`src/rtl/bank_pkg.sv`:
```
// Shared definitions for the dual-port SRAM bank and its read/write masters.
package bank_pkg;

  localparam int DATA_W = 128;
  localparam int ADDR_W = 7;
  localparam int DEPTH  = 128;

  typedef enum logic [1:0] {
    IDLE,
    RUN,
    DRAIN,
    DONE
  } rd_state_t;

endpackage

```
`src/rtl/bank_rd_fifo.sv`:
```
// Small synchronous FIFO holding captured bank words plus their end-of-run flag.
module bank_rd_fifo #(
  parameter int WIDTH   = 128,
  parameter int ENTRIES = 4,
  localparam int CNT_W  = $clog2(ENTRIES + 1),
  localparam int PTR_W  = (ENTRIES > 1) ? $clog2(ENTRIES) : 1
) (
  input  logic             clock,
  input  logic             reset,
  input  logic             push,
  input  logic [WIDTH-1:0] pushData,
  input  logic             pushLast,
  input  logic             pop,
  output logic [WIDTH-1:0] popData,
  output logic             popLast,
  output logic [CNT_W-1:0] count,
  output logic             empty
);

  logic [WIDTH-1:0] dataMem [ENTRIES];
  logic             lastMem [ENTRIES];
  logic [PTR_W-1:0] wrPtr;
  logic [PTR_W-1:0] rdPtr;
  logic             doPop;

  function automatic logic [PTR_W-1:0] bump(input logic [PTR_W-1:0] p);
    return (p == PTR_W'(ENTRIES - 1)) ? '0 : p + PTR_W'(1);
  endfunction

  assign empty   = (count == '0);
  assign doPop   = pop && !empty;
  assign popData = dataMem[rdPtr];
  assign popLast = lastMem[rdPtr];

  // Storage is cleared on reset so the head word reads as zero afterwards.
  always_ff @(posedge clock or posedge reset) begin
    if (reset) begin
      wrPtr <= '0;
      rdPtr <= '0;
      count <= '0;
      for (int i = 0; i < ENTRIES; i++) begin
        dataMem[i] <= '0;
        lastMem[i] <= 1'b0;
      end
    end else begin
      if (push) begin
        dataMem[wrPtr] <= pushData;
        lastMem[wrPtr] <= pushLast;
        wrPtr          <= bump(wrPtr);
      end
      if (doPop) begin
        rdPtr <= bump(rdPtr);
      end
      if (push && !doPop) begin
        count <= count + CNT_W'(1);
      end else if (!push && doPop) begin
        count <= count - CNT_W'(1);
      end
    end
  end

endmodule

```
`src/rtl/bank_stream_reader.sv`:
```
// Reads a run of consecutive bank words and returns them as a valid/ready
// stream, using a credit-limited FIFO to cover SRAM latency and backpressure.
module bank_stream_reader #(
  parameter int DATA_W     = bank_pkg::DATA_W,
  parameter int ADDR_W     = bank_pkg::ADDR_W,
  parameter int DEPTH      = bank_pkg::DEPTH,
  parameter int FIFO_DEPTH = 4
) (
  input  logic              vsi_clk,
  input  logic              vsi_reset,
  input  logic              start,
  input  logic [ADDR_W-1:0] base_addr,
  input  logic [ADDR_W:0]   length,
  output logic              busy,
  output logic              done,
  output logic              vsi_outputChipSelect,
  output logic [ADDR_W-1:0] vsi_outputAddr,
  input  logic [DATA_W-1:0] vsi_outputData,
  output logic              out_valid,
  input  logic              out_ready,
  output logic [DATA_W-1:0] out_data,
  output logic              out_last
);

  import bank_pkg::*;

  localparam int CNT_W = $clog2(FIFO_DEPTH + 1);
  localparam logic [ADDR_W:0] ONE = (ADDR_W + 1)'(1);

  rd_state_t         state;
  rd_state_t         stateNext;
  logic [ADDR_W:0]   issueCnt;
  logic [ADDR_W:0]   issueCntNext;
  logic [ADDR_W:0]   beatCnt;
  logic [ADDR_W:0]   beatCntNext;
  logic [ADDR_W-1:0] addrNext;
  logic              pending;
  logic              csNext;
  logic              pop;
  logic              fifoEmpty;
  logic              headLast;
  logic [CNT_W-1:0]  fifoCount;
  logic [CNT_W:0]    countNext;
  logic [CNT_W:0]    creditUsed;

  assign out_valid = !fifoEmpty;
  assign out_last  = out_valid && headLast;
  assign pop       = out_valid && out_ready;

  // Chip-select is registered, so the issue decision is made one cycle ahead
  // using next-cycle FIFO occupancy plus the read that will then be pending.
  always_comb begin
    stateNext    = state;
    issueCntNext = issueCnt;
    beatCntNext  = pop ? beatCnt - ONE : beatCnt;
    addrNext     = vsi_outputAddr;
    unique case (state)
      IDLE: begin
        if (start) begin
          issueCntNext = length;
          beatCntNext  = length;
          addrNext     = base_addr;
          stateNext    = (length == '0) ? DONE : RUN;
        end
      end
      RUN: begin
        if (vsi_outputChipSelect) begin
          issueCntNext = issueCnt - ONE;
          addrNext     = (vsi_outputAddr == ADDR_W'(DEPTH - 1)) ? '0
                                                                : vsi_outputAddr + ADDR_W'(1);
          if (issueCnt == ONE) begin
            stateNext = DRAIN;
          end
        end
      end
      DRAIN: begin
        if (beatCntNext == '0) begin
          stateNext = DONE;
        end
      end
      DONE: begin
        stateNext = IDLE;
      end
      default: begin
        stateNext = IDLE;
      end
    endcase
    countNext  = {1'b0, fifoCount} + {{CNT_W{1'b0}}, pending} - {{CNT_W{1'b0}}, pop};
    creditUsed = countNext + {{CNT_W{1'b0}}, vsi_outputChipSelect};
    csNext     = (stateNext == RUN) && (issueCntNext != '0)
                 && (creditUsed < (CNT_W + 1)'(FIFO_DEPTH));
  end

  always_ff @(posedge vsi_clk or posedge vsi_reset) begin
    if (vsi_reset) begin
      state                <= IDLE;
      issueCnt             <= '0;
      beatCnt              <= '0;
      pending              <= 1'b0;
      vsi_outputChipSelect <= 1'b0;
      vsi_outputAddr       <= '0;
      busy                 <= 1'b0;
      done                 <= 1'b0;
    end else begin
      state                <= stateNext;
      issueCnt             <= issueCntNext;
      beatCnt              <= beatCntNext;
      pending              <= vsi_outputChipSelect;
      vsi_outputChipSelect <= csNext;
      vsi_outputAddr       <= addrNext;
      busy                 <= (stateNext != IDLE);
      done                 <= (stateNext == DONE);
    end
  end

  // A captured word is the final one once every read has been issued.
  bank_rd_fifo #(
    .WIDTH  (DATA_W),
    .ENTRIES(FIFO_DEPTH)
  ) rdFifo (
    .clock   (vsi_clk),
    .reset   (vsi_reset),
    .push    (pending),
    .pushData(vsi_outputData),
    .pushLast(issueCnt == '0),
    .pop     (pop),
    .popData (out_data),
    .popLast (headLast),
    .count   (fifoCount),
    .empty   (fifoEmpty)
  );

endmodule
```
`config.mk`:
```
export PLATFORM = sky130hd
export DESIGN_NAME = bank_stream_reader
export DESIGN_NICKNAME = d
export VERILOG_FILES = /design/src/rtl/bank_pkg.sv /design/src/rtl/bank_rd_fifo.sv /design/src/rtl/bank_stream_reader.sv
export SDC_FILE = /design/constraint.sdc
export NUM_CORES = 1
export LEC_CHECK = 0
export ABC_AREA = 0
export BUFFER_PORTS_ARGS = -buffer_cell sky130_fd_sc_hd__buf_2
export CORE_ASPECT_RATIO = 1.75
export CORE_MARGIN = 2
export CORE_UTILIZATION = 35
export DETAILED_ROUTE_END_ITERATION = 8
export GPL_ROUTABILITY_DRIVEN = 0
export PLACE_DENSITY = 0.6
export SETUP_SLACK_MARGIN = 0.15
export SLEW_MARGIN = 20
export SYNTH_ARGS = -nofsm -noshare
export SYNTH_HDL_FRONTEND = slang
export SYNTH_HIERARCHICAL = 1
export SYNTH_SLANG_ARGS = --single-unit
export TNS_END_PERCENT = 100
```
`constraint.sdc`:
```
create_clock -name vsi_clk -period 21.7 [get_ports vsi_clk]
set_input_delay 4.34 -clock vsi_clk [delete_from_list [all_inputs] [get_ports vsi_clk]]
set_output_delay 4.34 -clock vsi_clk [all_outputs]
set_load 0.02 [all_outputs]
```
==> results.tsv, run 1 <==
metric	value	unit
EDFF count, synth	0	
Worst Hold Class	reg -> reg	
Die H	357	µm
I/O Buffers	286	
post-synthesis adder-cell area fraction	0.00784	
cell mode on critical path	buf_4	
Post-Synth Simple-Gate Area	0.0231	
Cell Rows	129	
first-pass GRT wire length	88900	µm
Netlist Area Pre-Place	0.0249	mm²
VDD IR max	96.0	µV
kind of end point of the critical path	output pin	
final setup vio count	0	
Sink Count	552	
max-cap violations	0	
CTS buffer count	53	
Worst Max-Slew Pin Slew	0.950	ns
Syn Area/Cell	16.4	µm²
Design Power	4870	µW
Max H-tree Level	2	
buffer count from post-CTS setup fixing	0	
ys async rst share	1.00	
cell count after synthesis	1517	
crit path launch type	register	
Vias/cell	5.10	
P_leak	0.0123	µW
DRT Wirelength	55600	µm
CP bufs+invs	3	
PD cells	170	mW/mm²
count leader, synth	dfrtp_1	
multiplexer share of the synthesized area	0.357	
unrepaired setup endpoints after global routing	false	
Initial Utilization	0.353	
ordered cell list for the critical path	buf_4 > buf_4 > mux4_1 > buf_2	
Max Freq	127	MHz
dpl hpwl	35400	µm
Warnings, synthesis	6	
Post-CTS Resized	0	
1st-iter DRT viols	597	
Antenna Violating Nets Remaining	0	
cts hold-fix bufs	0	
pin count of the biggest net entering global routing	170	
largest cells by area after synthesis	dfrtp_1, mux2_2, mux4_2, buf_6, mux4_1	
layout cells sized above 1	0.573	
maximum clock insertion buffer count	3	
Post-synth top cells	dfrtp_1, mux2_2, mux4_2, buf_6, nand2_1	
count of cell types in the netlist	58	
slowest stage cell, crit path	buf_4	
Seq pwr share	0.380	
xor and xnor area share after synthesis	0.00317	
largest family of logic cells by synthesized area	multiplexers	
ys flop type	dfrtp_1	
post-layout net count	1942	
Final period util	0.363	
Sw Share	0.347	
clock network power share	0.195	
DR DRC count	0	
vias in the first global route	15900	
Slowest Stage Delay on Critical Path	0.73	ns
drt wl/cell	20.3	µm
first drt pass iteration count	4	
top cell family by delay on the critical path	buffers and inverters	
WP data arrival	3.55	ns
slew margin rel.	0.367	
Clock Skew	0.0132	ns
Synth Area in Compound Gates	0.0165	
setup tns final	0	ns
Comb pwr share	0.425	
share of the synthesized area in the top cell type	0.555	
Layout area overhead	14.9	%
Final Hold Fails	0	
crit path max fanout	42	
fin crit period	7.89	ns
die width	206	µm
GRT Total Usage	0.154	
Seq/Total Area, Yosys	0.555	
CTS tree	built	
Core Area	0.0705	mm²
CTS root buf	clkbuf_16	
Top Ports	287	
CP required	17.36	ns
GRT overflow	0	
NetSw	1690	µW
Worst-path clk slew	0.06	ns
routed via count	14000	
cell taking the most area after synthesis	dfrtp_1	
initial antenna violation count	4	
Die Area	0.0734	mm²
run status	completed	
final max-slew violation count	0	
cell internal pwr	3180	µW
Clock Latency Late Sink	0.59	ns
Seq cells post-synth	552	
Crit Path Class	reg -> out	
Synth Net Count	1679	
[layout make-up]
class | instances | area, µm²
multi-input combinational | 848 | 10200
clock inverter | 20 | 260
fill | 6491 | 41900
clock buffer | 75 | 1510
antenna | 3 | 7.51
sequential | 552 | 13800
timing repair buffer | 305 | 1590
tap | 917 | 1150
inverter | 20 | 82.6
[worst reg2reg max path: cells and delay by family, from the launching register on]
kind	cells	cell delay, ns
DFF	1	0.44
muxes	1	0.10
and+or+nand+nor	3	0.57
buffers and inverters	2	0.23
AOI/OAI and AO/OA	4	0.79
adders and majority gates	2	0.54
[path summary, 6_finish.rpt]
path | cells after the start | from | endpoint | slack (ns)
max | 4 | rdFifo/rdPtr[1] | out_data[57] | 13.81
min | 1 | rdFifo/dataMem[129] | rdFifo/dataMem[129] | 0.49
max reg2reg | 12 | rdFifo/count[0] | vsi_outputChipSelect | 18.93
min reg2reg | 1 | rdFifo/dataMem[129] | rdFifo/dataMem[129] | 0.49
max in group asynchronous | 5 | vsi_reset | rdFifo/dataMem[312] | 14.89
min in group asynchronous | 3 | vsi_reset | vsi_outputAddr[1] | 3.88
[logic make-up (layout without fill, tap and decap cells)]
logic type | after synthesis | after routing
AOI/OAI and AO/OA | 61 | 61
adders and majority gates | 15 | 15
xor gates and xnor gates | 9 | 9
muxes | 656 | 656
DFF | 552 | 552
and+or+nand+nor | 107 | 107
buffers and inverters | 117 | 420
other | 0 | 3
[metrics by stage]
stage               utilization  instance area [µm²]  setup slack (ns)  instances  hold slack (ns)
floorplan                     -                24900              2.75       1517            0.470
global placement          0.380                26800             13.75       2642            0.479
detailed placement        0.380                26800             13.53       2642            0.486
CTS                       0.405                28600             13.70       2737            0.500
global route              0.405                28600             13.61       2739            0.511
finish                    0.405                28600             13.81       2740            0.494
[placed cells by master (no fill, tap or decap), types with 9 or more instances in the layout]
master     netlist  layout
mux4_2         115     115
nand2_1         29      25
inv_1           20      19
o21ai_0         20      20
dfrtp_1        552     550
a21oi_1         13      13
buf_2           17     286
clkbuf_16        0      53
buf_4           19      16
ha_1            14      14
clkinv_2         0      11
clkbuf_1         7      12
mux4_1          14      14
mux2_2         519     519
nor2_1          28      28
nor3_1           9       9
clkbuf_8         2      10
[power groups by stage]
| stage | clock network [µW] | registers (µW) | logic (µW) |
|---|---|---|---|
| after global routing | 1020 | 1930 | 2230 |
| after CTS | 986 | 1860 | 2120 |
| final | 949 | 1850 | 2070 |
| after floorplan | 0 | 1760 | 1650 |
| after detailed placement | 0 | 1880 | 2110 |
| after global placement | 0 | 1830 | 2060 |
[flip-flops by register name (all words and copies together), names as in the netlist]
| register | flops |
|---|---|
| vsi_outputChipSelect | 1 |
| pending | 1 |
| rdFifo/count | 3 |
| rdFifo/wrPtr | 2 |
| issueCnt | 8 |
| rdFifo/rdPtr | 2 |
| busy | 1 |
| done | 1 |
| rdFifo/dataMem | 512 |
| rdFifo/lastMem | 4 |
| vsi_outputAddr | 7 |
| state | 2 |
| beatCnt | 8 |
[per-layer routing]
| metal | global-route usage | vias to the layer above | wire length [µm] | part of all wire |
|---|---|---|---|---|
| met3 | 0.0331 | 76 | 2870 | 0.052 |
| met4 | 0.0463 | 2 | 1300 | 0.023 |
| met1 | 0.183 | 7445 | 22300 | 0.40 |
| met2 | 0.277 | 280 | 29000 | 0.52 |
| li1 | - | 6175 | - | - |
| met5 | 0 | - | 13 | 0.00023 |
Power figures use the tool's default switching activity.
==> run 2: changes to the inputs <==
clock period = 7.9 ns   (was 21.7 ns; I/O delays follow)
==> results.tsv, run 2 (synthesis gave the netlist of run 1 again) <==
metric	value	unit	change
Cells after DPL	2642		unchanged
run status	completed		
Sw Share	0.348		+0.00153
Worst Hold Class	reg -> reg		
Crit Path Class	reg -> out		
Top Layer Used	met5		
slew margin rel.	0.327		-0.0401
setup slack at placement	3.64	ns	-9.89 ns
vias in the first global route	15900		-0.27%
cell internal pwr	8810	µW	+180%
ordered cell list for the critical path	buf_4 > mux4_2 > buf_2		
Largest register FFs	512		unchanged
internal reg-to-reg setup slack	4.47	ns	-14.46 ns
CTS buffer count	54		+1.9%
Vias/cell	5.11		+0.21%
dpl hpwl	36000	µm	+1.6%
Finished Layout Cells	2744		+0.15%
Max H-tree Level	2		unchanged
Core Area	0.0705	mm²	unchanged
CTS tree	built		
CP required	6.32	ns	-11.04 ns
Final period util	0.608		
Reg2Reg Capture Point	vsi_outputChipSelect		
WP data arrival	3.22	ns	-0.33 ns
cts hold-fix bufs	0		unchanged
Die H	357	µm	unchanged
slowest stage cell, crit path	dfrtp_4		
most frequent cells in the layout	dfrtp_1, mux2_2, buf_2		
final setup vio count	0		unchanged
commonest non-fill, non-tap cell in the layout	dfrtp_1		
VDD IR max	260	µV	+170%
hold path endpoint	rdFifo/dataMem[183]		
Clock Latency Late Sink	0.62	ns	+0.03 ns
Layout area overhead	15.4	%	
Comb pwr share	0.418		-0.007
fin crit period	4.80	ns	
GRT Total Usage	0.157		+0.00260
Worst Max-Slew Pin Slew	1.00	ns	+0.0524 ns
post-layout net count	1944		+0.10%
CP bufs+invs	2		-1
kind of end point of the critical path	output pin		
crit path launch type	register		
Post-Route M1 WL	22300	µm	-0.38%
clock network power share	0.201		+0.006
PD cells	470	mW/mm²	+180%
initial antenna violation count	4		unchanged
Sink Count	552		unchanged
fillers	6529		+0.59%
Reg2Reg Depth	11		-1
Cell Rows	129		unchanged
Antenna Violating Nets Remaining	0		unchanged
crit path max fanout	44		+4.8%
CTS root buf	clkbuf_16		
wire length on met2	30300	µm	+4.2%
fin worst setup slack	3.10	ns	-10.71 ns
hold path depth	1		unchanged
1st-iter DRT viols	539		-9.7%
P_leak	0.0123	µW	+0.53%
DRT Wirelength	56600	µm	+1.9%
maximum clock insertion buffer count	3		unchanged
pin count of the biggest net entering global routing	173		+1.8%
Max Freq	208	MHz	
top cell family by delay on the critical path	flip-flops		
Die Area	0.0734	mm²	unchanged
drt wl/cell	20.6	µm	+1.7%
buffer count from post-CTS setup fixing	0		unchanged
Biggest register	rdFifo/dataMem		
layout cells sized above 1	0.574		+0.00195
NetSw	4700	µW	+180%
die width	206	µm	unchanged
Final Hold Fails	0		unchanged
Top Ports	287		unchanged
crit path from	rdFifo/rdPtr[0]		
unrepaired setup endpoints after global routing	false		
max-cap violations	0		unchanged
Worst path depth	3		-1
Seq pwr share	0.381		about the same
GRT overflow	0		unchanged
routed via count	14000		+0.36%
R2R Path Start	rdFifo/count[0]		
Post-CTS Resized	0		unchanged
Clock Skew	0.0166	ns	+0.00345 ns
Worst-path clk slew	0.06	ns	about the same
Largest regs	rdFifo/dataMem: 512 flops, beatCnt: 8 flops, issueCnt: 8 flops		
Reg area	0.0138	mm²	unchanged
area occupied by multi-input gates	0.0102	mm²	unchanged
Initial Utilization	0.353		unchanged
first-pass GRT wire length	90100	µm	+1.4%
met3 wire len	2690	µm	-6.2%
final max-slew violation count	0		unchanged
Hold Startpoint	rdFifo/dataMem[183]		
I/O Buffers	286		unchanged
Slowest Stage Delay on Critical Path	0.98	ns	+0.25 ns
DR DRC count	0		unchanged
first drt pass iteration count	4		unchanged
run 2: changes by cell type in the layout (fill, tap and decap cells not counted), sizes merged:
cell / change
bufinv: +1
buf: +1
clkinv: +4
clkbuf: -1
clkinvlp: +1
diode: -2
run 2: how the worst max path moves through the flow:
stage	end
after floorplan	rdFifo/count[0]
after global placement	out_data[85]
after detailed placement	out_data[85]
after CTS	out_data[85]
after global routing	out_data[85]
final	out_data[85]
run 2: power groups by stage:
stage               clock, µW  combinational, µW  sequential (µW)
CTS                      2820               5780             5160
floorplan                   0               4530             4830
finish                   2720               5650             5150
global route             2940               6080             5340
global placement            0               5630             5120
detailed placement          0               5760             5220
run 2: layout make-up:
class / count / share of cell area
Sequential cell: 552 / 0.481
Multi-Input combinational cell: 848 / 0.354
Tap cell: 917 / 0.0399
Inverter: 20 / 0.00274
Clock buffer: 74 / 0.0532
Timing Repair Buffer: 306 / 0.0570
Antenna cell: 1 / 0.0000871
Clock inverter: 26 / 0.0121
run 2: metal layers:
layer / global-route usage / vias to the layer above
met5: 0 / -
met4: 0.0479 / 4
met3: 0.0335 / 86
met2: 0.285 / 273
met1: 0.183 / 7465
li1: - / 6200
run 2: through the flow:
stage	util	TNS, ns	total power (µW)	area, µm²	hold WS, ns
3_5_place_dp	0.380	0	11000	26800	0.486
2_1_floorplan	-	-411.18	9350	24900	0.470
4_1_cts	0.407	0	13800	28700	0.501
5_1_grt	0.407	0	14400	28700	0.511
3_3_place_gp	0.380	0	10700	26800	0.477
6_report	0.407	0	13500	28700	0.496
==> run 3: changes to the inputs <==
ABC_AREA = 1   (was 0)
PLACE_DENSITY = 0.62   (was 0.6)
clock period = 4.2 ns   (was 7.9 ns; I/O delays follow)
==> results.tsv, run 3 <==
metric	value	unit	change
GRT overflow	0		unchanged
max-cap violations	0		unchanged
count of cell types in the netlist	34		-41%
final max-slew violation count	0		unchanged
Worst Hold Class	in -> async		
largest cells by area after synthesis	dfrtp_1, nand2_1, o21ai_0, o211ai_1, inv_1		
maximum clock insertion buffer count	3		unchanged
first drt pass iteration count	5		+1
drt wl/cell	15.1	µm	-27%
post-layout net count	3462		+78%
cell count after synthesis	3119		+110%
Reg2Reg Capture Point	vsi_outputChipSelect		
P_leak	0.0153	µW	+24%
initial antenna violation count	3		-1
routed via count	20600		+47%
internal reg-to-reg setup slack	1.78	ns	-2.69 ns
Vias/cell	4.83		-5.6%
final setup vio count	0		unchanged
total inserted antenna cells	0		-1
DRT Wirelength	64400	µm	+14%
Clock Latency Late Sink	0.60	ns	-0.02 ns
CTS root buf	clkbuf_16		
CTS buffer count	53		-1.9%
CP required	3.36	ns	-2.96 ns
Clock Skew	0.0133	ns	-0.00336 ns
Synth Net Count	3281		+95%
multiplexer share of the synthesized area	0		-0.357
Netlist Area Pre-Place	0.0255	mm²	+2.4%
CTS tree	built		
1st-iter DRT viols	1294		+140%
Sink Count	552		unchanged
fillers	7428		+14%
ys async rst share	1.00		unchanged
setup slack at placement	1.32	ns	-2.33 ns
EDFF count, synth	0		unchanged
Largest regs	rdFifo/dataMem: 512 flops, beatCnt: 8 flops, issueCnt: 8 flops		
Layout area overhead	16.3	%	
Core Area	0.0719	mm²	+1.9%
die width	208	µm	+1.2%
cts hold-fix bufs	0		unchanged
GRT Total Usage	0.172		+0.0149
Die H	361	µm	+1.2%
share of the synthesized area in the top cell type	0.542		-0.0131
Top Ports	287		unchanged
slew margin rel.	0.308		-0.0185
post-synthesis adder-cell area fraction	0.00766		-0.000185
DR DRC count	0		unchanged
fin worst setup slack	0.733	ns	-2.36 ns
buffer count from post-CTS setup fixing	0		unchanged
Reg2Reg Depth	10		-1
ys flop type	dfrtp_1		
Seq pwr share	0.370		-0.011
Sw Share	0.423		+0.0747
dpl hpwl	41500	µm	+16%
Seq/Total Area, Yosys	0.542		-0.0131
Syn Area/Cell	8.17	µm²	-50%
xor and xnor area share after synthesis	0.00103		-0.00214
VDD IR max	566	µV	+120%
Design Power	25700	µW	+90%
most frequent cells in the layout	nand2_1, dfrtp_1, o21ai_0		
Initial Utilization	0.355		+0.00171
Worst Max-Slew Pin Slew	1.04	ns	+0.0355 ns
count leader, synth	nand2_1		
Post-synth top cells	nand2_1, dfrtp_1, o21ai_0, inv_1, o211ai_1		
run status	completed		
cell taking the most area after synthesis	dfrtp_1		
unrepaired setup endpoints after global routing	false		
Comb pwr share	0.433		+0.015
Final Hold Fails	0		unchanged
vias in the first global route	20400		+29%
Max Freq	288	MHz	
Worst-path clk slew	0.06	ns	about the same
Reg area	0.0138	mm²	unchanged
Max H-tree Level	2		unchanged
fin crit period	3.47	ns	
Post-Synth Simple-Gate Area	0.165		+0.142
I/O Buffers	286		unchanged
Die Area	0.0751	mm²	+2.4%
Largest register FFs	512		unchanged
crit path launch type	register		
Final period util	0.825		
clock network power share	0.197		-0.004
layout cells sized above 1	0.132		-0.443
Antenna Violating Nets Remaining	0		unchanged
Post-CTS Resized	0		unchanged
R2R Path Start	state[0]		
Synth Area in Compound Gates	0.185		+0.168
Crit Path Class	reg -> out		
Cell Rows	130		+0.78%
crit path max fanout	47		+6.8%
pin count of the biggest net entering global routing	169		-2.3%
cell internal pwr	14800	µW	+68%
Final Util	0.412		+0.00488
kind of end point of the critical path	output pin		
largest family of logic cells by synthesized area	compound AO/OA/AOI/OAI gates		
area occupied by multi-input gates	0.00917	mm²	-9.9%
PD cells	866	mW/mm²	+84%
Warnings, synthesis	6		unchanged
Biggest register	rdFifo/dataMem		
WP data arrival	2.63	ns	-0.59 ns
commonest non-fill, non-tap cell in the layout	nand2_1		
setup tns final	0	ns	unchanged
NetSw	10900	µW	+130%
first-pass GRT wire length	106000	µm	+18%
Seq cells post-synth	552		unchanged
run 3: cell count changes after synthesis, moves of 50 or more:
cell / before / now
buf_6: 51 / 1
buf_2: 17 / 78
clkbuf_1: 7 / 119
nand2_1: 29 / 1000
o21ai_0: 20 / 529
inv_1: 20 / 442
mux4_2: 115 / 0
o211ai_1: 0 / 258
mux2_2: 519 / 0
run 3: final cells by class:
class / count / share of cell area
Inverter: 446 / 0.0567
Clock inverter: 22 / 0.00954
Sequential cell: 552 / 0.466
Multi-Input combinational cell: 1918 / 0.309
Clock buffer: 77 / 0.0533
Timing Repair Buffer: 329 / 0.0659
Tap cell: 924 / 0.0390
run 3: power by group through the flow:
stage / Sequential [µW] / Clock [µW] / Combinational (µW)
3_3_place_gp: 9520 / 0 / 11100
6_report: 9500 / 5070 / 11100
2_1_floorplan: 9180 / 0 / 8130
4_1_cts: 9500 / 5250 / 11300
5_1_grt: 9850 / 5460 / 12700
3_5_place_dp: 9580 / 0 / 11300
run 3: how the worst max path moves through the flow:
stage,start,cells after the start,endpoint
floorplan,vsi_reset,1,rdFifo/count[0]
global placement,rdFifo/rdPtr[1],5,out_data[81]
detailed placement,rdFifo/rdPtr[1],5,out_data[81]
CTS,rdFifo/rdPtr[1],5,out_data[81]
global route,rdFifo/rdPtr[1],5,out_data[124]
finish,rdFifo/rdPtr[1],5,out_data[75]
run 3: cell families (layout without fill, tap and decap cells):
| logic type | Yosys count | count (layout) |
|---|---|---|
| AND/OR/NAND/NOR | 1094 | 1094 |
| flip-flops | 552 | 552 |
| adder cells (fa/ha/maj) | 15 | 15 |
| XOR/XNOR | 3 | 3 |
| AO/OA/AOI/OAI | 806 | 806 |
| buffers and inverters | 649 | 874 |
run 3: worst max-delay path, cell delays in order (launching register included):
cell and delay [ns]:
dfrtp_4 0.62, inv_4 0.34, buf_4 0.55, o211ai_1 0.17
nand2_1 0.13, buf_2 0.17
run 3: layer usage:
metal | GRT usage | part of all wire | wire, µm | vias to the layer above
met1 | 0.213 | 0.43 | 27900 | 9778
li1 | - | - | - | 10300
met5 | 0 | 0.00071 | 46 | -
met4 | 0.0559 | 0.027 | 1710 | 6
met3 | 0.0277 | 0.043 | 2760 | 108
met2 | 0.303 | 0.50 | 32000 | 389
run 3: stage by stage:
| step | cells | instance area, µm² | hold slack [ns] |
|---|---|---|---|
| after floorplan | 3119 | 25500 | 0.453 |
| after global placement | 4169 | 27800 | 0.465 |
| after detailed placement | 4169 | 27800 | 0.473 |
| after CTS | 4268 | 29600 | 0.416 |
| after global routing | 4268 | 29600 | 0.447 |
| final | 4268 | 29600 | 0.434 |
